<file path="src/rtl/marker_render.sv">
// marker_render
//
// Synthetic video source. Renders a square concentric-stripe fiducial
// (BG, B, W, B, W, 2W-wide B centre, W, B, W, B, BG along any row through the
// centre) into a raster pixel stream. One frame is produced per accepted
// start pulse. Output is a valid/ready stream with a two-stage pipeline.
//
// Ports
//   clk_in        pixel clock
//   rst_in        asynchronous, active-high reset
//   start_in      one-cycle pulse, begins a frame when idle
//   cx_in, cy_in  marker centre, latched on accepted start
//   stripe_w_in   stripe width W, latched (and clamped) on accepted start
//   glitch_in     force one pixel in the first right-hand white ring to black
//   ready_in      downstream accepts the current pixel
//   valid_out     rgb_out/hcount_out/vcount_out/sol_out/eof_out hold a pixel
//   rgb_out       pixel colour
//   hcount_out    pixel column
//   vcount_out    pixel row
//   sol_out       first pixel of a row
//   eof_out       last pixel of the frame
//   busy_out      frame in progress
//
// state  | meaning
// IDLE   | waiting for start_in
// SETUP  | building thresholds T1..T5 = k*W, one add per cycle
// ACTIVE | raster walk feeding the pixel pipeline until eof is accepted

module marker_render #(
    parameter int         H_ACTIVE   = 640,
    parameter int         V_ACTIVE   = 480,
    parameter logic [2:0] BG_RGB     = 3'b001,
    parameter int         MAX_STRIPE = 200
) (
    input  logic        clk_in,
    input  logic        rst_in,
    input  logic        start_in,
    input  logic [10:0] cx_in,
    input  logic [10:0] cy_in,
    input  logic [10:0] stripe_w_in,
    input  logic        glitch_in,
    input  logic        ready_in,
    output logic        valid_out,
    output logic [2:0]  rgb_out,
    output logic [10:0] hcount_out,
    output logic [10:0] vcount_out,
    output logic        sol_out,
    output logic        eof_out,
    output logic        busy_out
);

    localparam logic [10:0] H_LAST = 11'(H_ACTIVE - 1);
    localparam logic [10:0] V_LAST = 11'(V_ACTIVE - 1);
    localparam logic [10:0] MAX_W  = 11'(MAX_STRIPE);

    typedef enum logic [1:0] {
        IDLE   = 2'd0,
        SETUP  = 2'd1,
        ACTIVE = 2'd2
    } state_t;

    state_t      state;
    state_t      state_nxt;

    logic [2:0]  setup_cnt;
    logic [10:0] cx_q;
    logic [10:0] cy_q;
    logic [10:0] w_q;
    logic        glitch_q;
    logic [10:0] t1;
    logic [10:0] t2;
    logic [10:0] t3;
    logic [10:0] t4;
    logic [10:0] t5;

    logic [10:0] x_cnt;
    logic [10:0] y_cnt;
    logic        gen_done;

    logic        s1_valid;
    logic [10:0] s1_dx;
    logic [10:0] s1_dy;
    logic [10:0] s1_x;
    logic [10:0] s1_y;
    logic        s1_sol;
    logic        s1_eof;
    logic        s1_hit;

    logic [10:0] w_clamped;
    logic [10:0] dx_now;
    logic [10:0] dy_now;
    logic [10:0] glitch_x;
    logic [10:0] d_max;
    logic [2:0]  colour;
    logic        s2_adv;
    logic        s1_adv;
    logic        gen_fire;
    logic        eof_accept;

    // A zero width would collapse the marker; the upper clamp keeps 5*W in
    // 11 bits.
    always_comb begin
        w_clamped = stripe_w_in;
        if (stripe_w_in == 11'd0) begin
            w_clamped = 11'd1;
        end else if (stripe_w_in > MAX_W) begin
            w_clamped = MAX_W;
        end
    end

    assign s2_adv     = !valid_out || ready_in;
    assign s1_adv     = !s1_valid || s2_adv;
    assign gen_fire   = (state == ACTIVE) && !gen_done && s1_adv;
    assign eof_accept = valid_out && ready_in && eof_out;
    assign busy_out   = (state != IDLE);

    // Left of centre uses cx-1-x so the centre band is 2W wide (cx-W .. cx+W-1).
    assign dx_now   = (x_cnt >= cx_q) ? (x_cnt - cx_q) : (cx_q - 11'd1 - x_cnt);
    assign dy_now   = (y_cnt >= cy_q) ? (y_cnt - cy_q) : (cy_q - 11'd1 - y_cnt);
    assign glitch_x = cx_q + t1 + (w_q >> 1);

    always_comb begin
        d_max = (s1_dx > s1_dy) ? s1_dx : s1_dy;
        if (s1_hit) begin
            colour = 3'b000;
        end else if (d_max < t1) begin
            colour = 3'b000;
        end else if (d_max < t2) begin
            colour = 3'b111;
        end else if (d_max < t3) begin
            colour = 3'b000;
        end else if (d_max < t4) begin
            colour = 3'b111;
        end else if (d_max < t5) begin
            colour = 3'b000;
        end else begin
            colour = BG_RGB;
        end
    end

    always_comb begin
        state_nxt = state;
        case (state)
            IDLE:    if (start_in) state_nxt = SETUP;
            SETUP:   if (setup_cnt == 3'd5) state_nxt = ACTIVE;
            ACTIVE:  if (eof_accept) state_nxt = IDLE;
            default: state_nxt = IDLE;
        endcase
    end

    always_ff @(posedge clk_in or posedge rst_in) begin
        if (rst_in) begin
            state <= IDLE;
        end else begin
            state <= state_nxt;
        end
    end

    always_ff @(posedge clk_in or posedge rst_in) begin
        if (rst_in) begin
            setup_cnt  <= 3'd0;
            cx_q       <= 11'd0;
            cy_q       <= 11'd0;
            w_q        <= 11'd0;
            glitch_q   <= 1'b0;
            t1         <= 11'd0;
            t2         <= 11'd0;
            t3         <= 11'd0;
            t4         <= 11'd0;
            t5         <= 11'd0;
            x_cnt      <= 11'd0;
            y_cnt      <= 11'd0;
            gen_done   <= 1'b0;
            s1_valid   <= 1'b0;
            s1_dx      <= 11'd0;
            s1_dy      <= 11'd0;
            s1_x       <= 11'd0;
            s1_y       <= 11'd0;
            s1_sol     <= 1'b0;
            s1_eof     <= 1'b0;
            s1_hit     <= 1'b0;
            valid_out  <= 1'b0;
            rgb_out    <= 3'b000;
            hcount_out <= 11'd0;
            vcount_out <= 11'd0;
            sol_out    <= 1'b0;
            eof_out    <= 1'b0;
        end else begin
            if (state == IDLE && start_in) begin
                cx_q      <= cx_in;
                cy_q      <= cy_in;
                w_q       <= w_clamped;
                glitch_q  <= glitch_in;
                setup_cnt <= 3'd0;
                x_cnt     <= 11'd0;
                y_cnt     <= 11'd0;
                gen_done  <= 1'b0;
            end

            if (state == SETUP) begin
                setup_cnt <= setup_cnt + 3'd1;
                case (setup_cnt)
                    3'd0:    t1 <= w_q;
                    3'd1:    t2 <= t1 + w_q;
                    3'd2:    t3 <= t2 + w_q;
                    3'd3:    t4 <= t3 + w_q;
                    3'd4:    t5 <= t4 + w_q;
                    default: ;
                endcase
            end

            if (gen_fire) begin
                if (x_cnt == H_LAST) begin
                    x_cnt <= 11'd0;
                    if (y_cnt == V_LAST) begin
                        gen_done <= 1'b1;
                    end else begin
                        y_cnt <= y_cnt + 11'd1;
                    end
                end else begin
                    x_cnt <= x_cnt + 11'd1;
                end
            end

            if (s1_adv) begin
                s1_valid <= gen_fire;
                if (gen_fire) begin
                    s1_dx  <= dx_now;
                    s1_dy  <= dy_now;
                    s1_x   <= x_cnt;
                    s1_y   <= y_cnt;
                    s1_sol <= (x_cnt == 11'd0);
                    s1_eof <= (x_cnt == H_LAST) && (y_cnt == V_LAST);
                    s1_hit <= glitch_q && (x_cnt == glitch_x) && (y_cnt == cy_q);
                end
            end

            // sol/eof are qualified so they never linger once the stream drains.
            if (s2_adv) begin
                valid_out <= s1_valid;
                sol_out   <= s1_valid && s1_sol;
                eof_out   <= s1_valid && s1_eof;
                if (s1_valid) begin
                    rgb_out    <= colour;
                    hcount_out <= s1_x;
                    vcount_out <= s1_y;
                end
            end
        end
    end

endmodule
</file>
<file path="config.mk">
export PLATFORM = sky130hd
export DESIGN_NAME = marker_render
export DESIGN_NICKNAME = d
export VERILOG_FILES = /design/src/rtl/marker_render.sv
export SDC_FILE = /design/constraint.sdc
export NUM_CORES = 1
export LEC_CHECK = 0
export ABC_AREA = 1
export BUFFER_PORTS_ARGS = -buffer_cell sky130_fd_sc_hd__buf_2
export CAP_MARGIN = 5
export CORE_MARGIN = 4
export CORE_UTILIZATION = 44
export CTS_BUF_LIST = sky130_fd_sc_hd__clkbuf_16
export DETAILED_ROUTE_END_ITERATION = 8
export PLACE_DENSITY_LB_ADDON = 0.1
export SYNTH_ARGS = -nofsm -noshare
export SYNTH_HDL_FRONTEND = slang
export SYNTH_SLANG_ARGS = --single-unit
</file>
<file path="constraint.sdc">
create_clock -name clk_in -period 7.15 [get_ports clk_in]
set_input_delay 1.0725 -clock clk_in [delete_from_list [all_inputs] [get_ports clk_in]]
set_output_delay 1.0725 -clock clk_in [all_outputs]
set_load 0.005 [all_outputs]
</file>
After elaboration in Yosys (flattened, before gate mapping)
Cells that the tools add are included.
- eq/ne operators: 14
- reduce and logical (&&, ||, !) cells: 30
- $lt $le $gt $ge: 9
- add/subtract/negate cells: 15
- muxes and demuxes: 28
- operators by type and width (operator ; count):
    $mux 11 ; 12
    $add 11x11->11 ; 5
    $lt 11x11->1 ; 5
    $sub 11x11->11 ; 4
    $add 11x1->11 const B ; 2
    $eq 11x11->1 ; 2
    $ge 11x11->1 ; 2
    $logic_not 11->1 ; 2
    $sub 11x1->11 const B ; 2
    $mux 3 ; 7
    $reduce_and 2->1 ; 7
    $add 11x10->11 ; 1
    $eq 11x10->1 const B ; 1
    $eq 11x9->1 const B ; 1
    $gt 11x11->1 ; 1
    $gt 11x8->1 const B ; 1
    $logic_and 1x1->1 ; 10
    $eq 3x2->1 const B ; 2
    $eq 3x3->1 const B ; 2
    $mux 2 ; 3
    $ne 2x2->1 const B ; 3
    $pmux 2 s3 ; 1
    $reduce_bool 2->1 ; 3
    $mux 1 ; 5
    9 further kinds ; 12
- output and inout port bits: 29
- input bits: 38
- register bits after elaboration: 193
- logic and storage cells: 124

Longest topological paths before layout
- depth after elaboration: 9
- mapped depth: 23
- gate-level depth less buffers: 22

Worst setup path after synthesis
OpenSTA, ideal clock, no wires.
- path type: flip-flop to flip-flop
- start point: reg s1_dx[10]
- end point: reg rgb_out[0]
- slack: 4173 ps
- data arrival time: 2861 ps
- clock period less this slack: 2977 ps
- cell stages (with the launch flop): 20
- data required time: 7033 ps
- cell sequence: dfrtp_1 > ha_1 > nand2_1 > inv_1 > nand2_1 > nor2_1 > nand2_1 > nand3_2 > nand2_2 > clkbuf_1 > a21oi_1 > ha_1 > a21oi_1 > nor2_1 > a2111oi_0 > nand2_1 > nand2_1 > nand3_1 > nand2_1 > nand2_1
- longest elaborated chain between the ends: 9
- elaborated cells between the ends (all ways): 13
- classes of those cells: 6 x order compare; 7 x mux
- RTL lines (item ; line ; text):
    start: declaration ; 81 ; logic [10:0] s1_dx;
    start signal: assignment ; 228 ; s1_dx <= dx_now;
    $gt 11x11->1 ; 123 ; d_max = (s1_dx > s1_dy) ? s1_dx : s1_dy;
    $mux 11 * ; 123 ;
    $lt 11x11->1 ; 134 ; end else if (d_max < t5) begin
    $mux 1 ; 134 ;
    $mux 3 ; 132 ; end else if (d_max < t4) begin
    $mux 3 ; 130 ; end else if (d_max < t3) begin
    $mux 3 ; 128 ; end else if (d_max < t2) begin
    $mux 3 * ; 126 ; end else if (d_max < t1) begin
    $mux 3 * ; 124 ; if (s1_hit) begin
    end signal: assignment ; 244 ; rgb_out <= colour;
    end: declaration ; 44 ; output logic [2:0] rgb_out,
Every way passes the cells marked *; elsewhere a longest branch is shown, timed or not.
A chain may end at the register's enable or synchronous reset.

Worst setup path after layout
Same ends and word-level chain as after synthesis.

==> reports/results.tsv <==
stage	metric	value	unit
run_status	outcome	complete, no violations	
placement	place.gp.congestion	0.9489	
route	drt-total-wl	38.65	mm
route	ant_nets	0	
setup_path	crit_fanout	19	
sta	max_freq	274.1	MHz
die	start_util	44.73	%
worst_hold_path	worstHoldStart	hcount_out[3]	
yosys	synthCells	1751	
route	drt_iter0_drc	849	
layout	drive_gt1_share	8.641	%
layout	fill_cells	3102	
sta	tightestPinTransition	1.012	ns
setup_path	start_kind	flop	
die	io_pins	67	
clock_network	root_buffer	clkbuf_16	
grt	grt_max_degree	100	
route	via_count	11650	
clock_network	cts_resized	0	
power	p_leak	7.604	nW
grt	grt_pass1_vias	11150	
clock_network	cts_setup_buffers	0	
route	drc_errors	0	
layout	seqCellArea	4805	um2
grt	antenna_found_initial	0	
worst_hold_path	hp-class	reg2reg	
clock_network	cts_sinks	192	
clock_network	cts-hold-fix-buffers	0	
die	die_area	34150	um2
die	num_rows	64	
grt	grt_pass1_wl	61.58	mm
sta	skew	0.009855	ns
yosys	ys_seq_area_share	34.93	%
route	routedWlPerCell	17.46	um
route	viasPerCell	5.260	
clock_network	clock_latency	0.45	ns
setup_path	startpoint	s1_dx[10]	
yosys	syn_area	13750	um2
yosys	ys_seq_elements	192	
clock_network	clkTransAtPathRegs	0.08	ns
route	drt_pass1_iterations	5	
sta	slew_violations	0	
grt	grtUsageTotal	23.24	%
die	core-area	30750	um2
sta	setup_tns	0	ns
clock_network	cts_max_level	4	
setup_path	worstPathRequired	7.50	ns
sta	fin_crit_sh	51.03	%
power	p_per_area	472.0	nW/um2
sta	setup_viol	0	
clock_network	clock_path_buffers	2	
die	chipWidth	184.8	um
setup_path	crit_type	reg2reg	
yosys	avgSynthCellArea	7.854	um2
sta	slew_headroom	32.51	%
placement	numPortBuffers	66	
yosys	async_reset_ff_share	100.0	%
yosys	synth_edf_count	0	
setup_path	end_kind	flop	
yosys	ys_warn_count	0	
yosys	synthesis.nets	1964	
sta	period_minus_slack	3.649	ns
placement	dpl.hpwl	30.19	mm
clock_network	cts_tree	done	
setup_path	crit_arrival	4.00	ns
yosys	synthDistinctLibCells	61	
job	cap_viol_max_count	0	
sta	hold_violations	0	
layout	fin_nets	2017	
yosys	synth_ff_type	dfrtp_1	
die	fp.dieH	184.8	um
setup_path	regToRegStartpoint	s1_dx[10]	
sta	hold_slack	0.4690	ns
power	ir_worst_vdd	0.0002415	V
layout	multiInputGateArea	7770	um2
grt	grt_overflow_total	0	
layout	synthToLayoutAreaGrowth	9.362	%
sta	grt_setup_unrepaired	no	
clock_network	cts_made_buffers	17	
[critical path: stages (launching register included)]
cell	delay (ns)
dfrtp_1	0.40
ha_1	0.30
nand2_1	0.05
inv_1	0.06
nand2_1	0.06
nor2_1	0.15
nand3b_1	0.13
nand2_2	0.31
nor2_1	0.08
a21oi_1	0.64
ha_1	0.39
a21oi_1	0.15
nor2_1	0.05
a2111oi_0	0.34
nand2_1	0.14
nand2_1	0.11
nand3_1	0.07
nand2_1	0.06
nand2_1	0.05
[logic make-up (layout without fill, tap and decap cells)]
family,count (synthesis),in the layout,synth area share (%)
buf+inv,299,365,8.570
xor+xnor,66,66,4.258
other cells,0,1,0
simple gates,670,670,20.69
flops,192,192,34.93
fa+ha+maj,175,175,16.85
compound gates,348,348,14.63
mux,1,1,0.07278
[power by group]
part           total, mW  internal, mW  leakage, nW  switching [mW]
sequential          1.80          1.45         2.49           0.355
combinational       4.31          1.63         4.83            2.67
clock              0.989         0.500        0.286           0.489
total               7.10          3.58         7.60            3.52
[metrics by stage]
step	cells	instance area (um2)	util (%)	setup slack (ns)	total power, mW
2_1_floorplan	1751	13750	-	0.8503	4.942
3_3_place_gp	2181	14450	46.98	3.654	6.042
3_5_place_dp	2181	14450	46.98	3.600	6.119
4_1_cts	2213	15040	48.91	3.569	7.137
5_1_grt	2213	15040	48.91	3.150	7.909
6_report	2214	15040	48.91	3.501	7.099
[synthesized netlist by cell type (3+ instances only)]
cell       instances  area share (%)
nand2_1          419              11
inv_1            252             6.9
dfrtp_1          192              35
ha_1             158              14
o21ai_0          141             5.1
a21oi_1          103             3.7
nand3_1           88             3.2
nor2_1            87             2.4
xor2_1            54             3.4
clkbuf_1          24            0.66
nor3_1            24            0.87
a31oi_1           17            0.77
fa_1              17             2.5
o22ai_1           15            0.68
nand4_1           11            0.50
o21ai_1           11            0.40
or2_2             11            0.50
xnor2_1           11            0.70
nand2_2           10            0.45
o2111ai_1         10            0.64
a21o_1             6            0.33
buf_2              6            0.22
o221ai_1           6            0.38
a221oi_1           5            0.32
buf_6              5            0.41
o32ai_1            5            0.32
a211oi_1           4            0.22
nor4_1             4            0.18
nand3_2            3            0.22
o21a_1             3            0.16
o21bai_1           3            0.16
[worst paths after layout]
| check | endpoint | slack (ns) | cells after the start |
|---|---|---|---|
| min in group asynchronous | w_q[4] | 0.71 | 2 |
| worst min register to register | hcount_out[3] | 0.47 | 2 |
| worst max register to register | rgb_out[0] | 3.50 | 18 |
| worst min-delay path | hcount_out[3] | 0.47 | 2 |
| max in group asynchronous | y_cnt[1] | 5.19 | 3 |
| worst max-delay path | rgb_out[0] | 3.50 | 18 |
[routing by layer]
layer	up-vias	wire length (um)	part of all wire, %	track usage [%]
li1	5894	-	-	-
met5	-	0	0	0
met3	31	1595	4.1	3.614
met2	240	16860	44	35.61
met4	0	525	1.4	4.610
met1	5481	19670	51	35.11
[layout make-up]
cell class                 instances  area share (%)
clock inverter                    15           1.115
clock buffer                      17           2.828
timing repair buffer              74           2.595
sequential                       192           31.94
multi-input combinational       1260           51.66
antenna                            1         0.01664
inverter                         259           6.547
tap                              396           3.294
[layout by cell type, fill, tap and decap left out, types with 3 or more instances in the layout]
master / instances
or2_2: 11
buf_4: 8
o2111ai_1: 10
a21o_1: 6
inv_2: 3
ha_1: 158
o21a_1: 3
nor4_1: 4
o21ai_0: 139
nand4_1: 11
o21bai_1: 3
a21oi_1: 103
o221ai_1: 6
dfrtp_1: 192
o32ai_1: 5
a221oi_1: 5
a211oi_1: 4
nand2_1: 419
nand3_1: 88
xor2_1: 54
inv_1: 250
inv_8: 5
buf_2: 66
nor2_1: 87
fa_1: 17
nor3_1: 24
o21ai_1: 13
o22ai_1: 15
inv_6: 5
clkbuf_16: 17
xnor2_1: 11
nand2_2: 10
a31oi_1: 17
nand3_2: 3
Power figures use the tool's default switching activity.
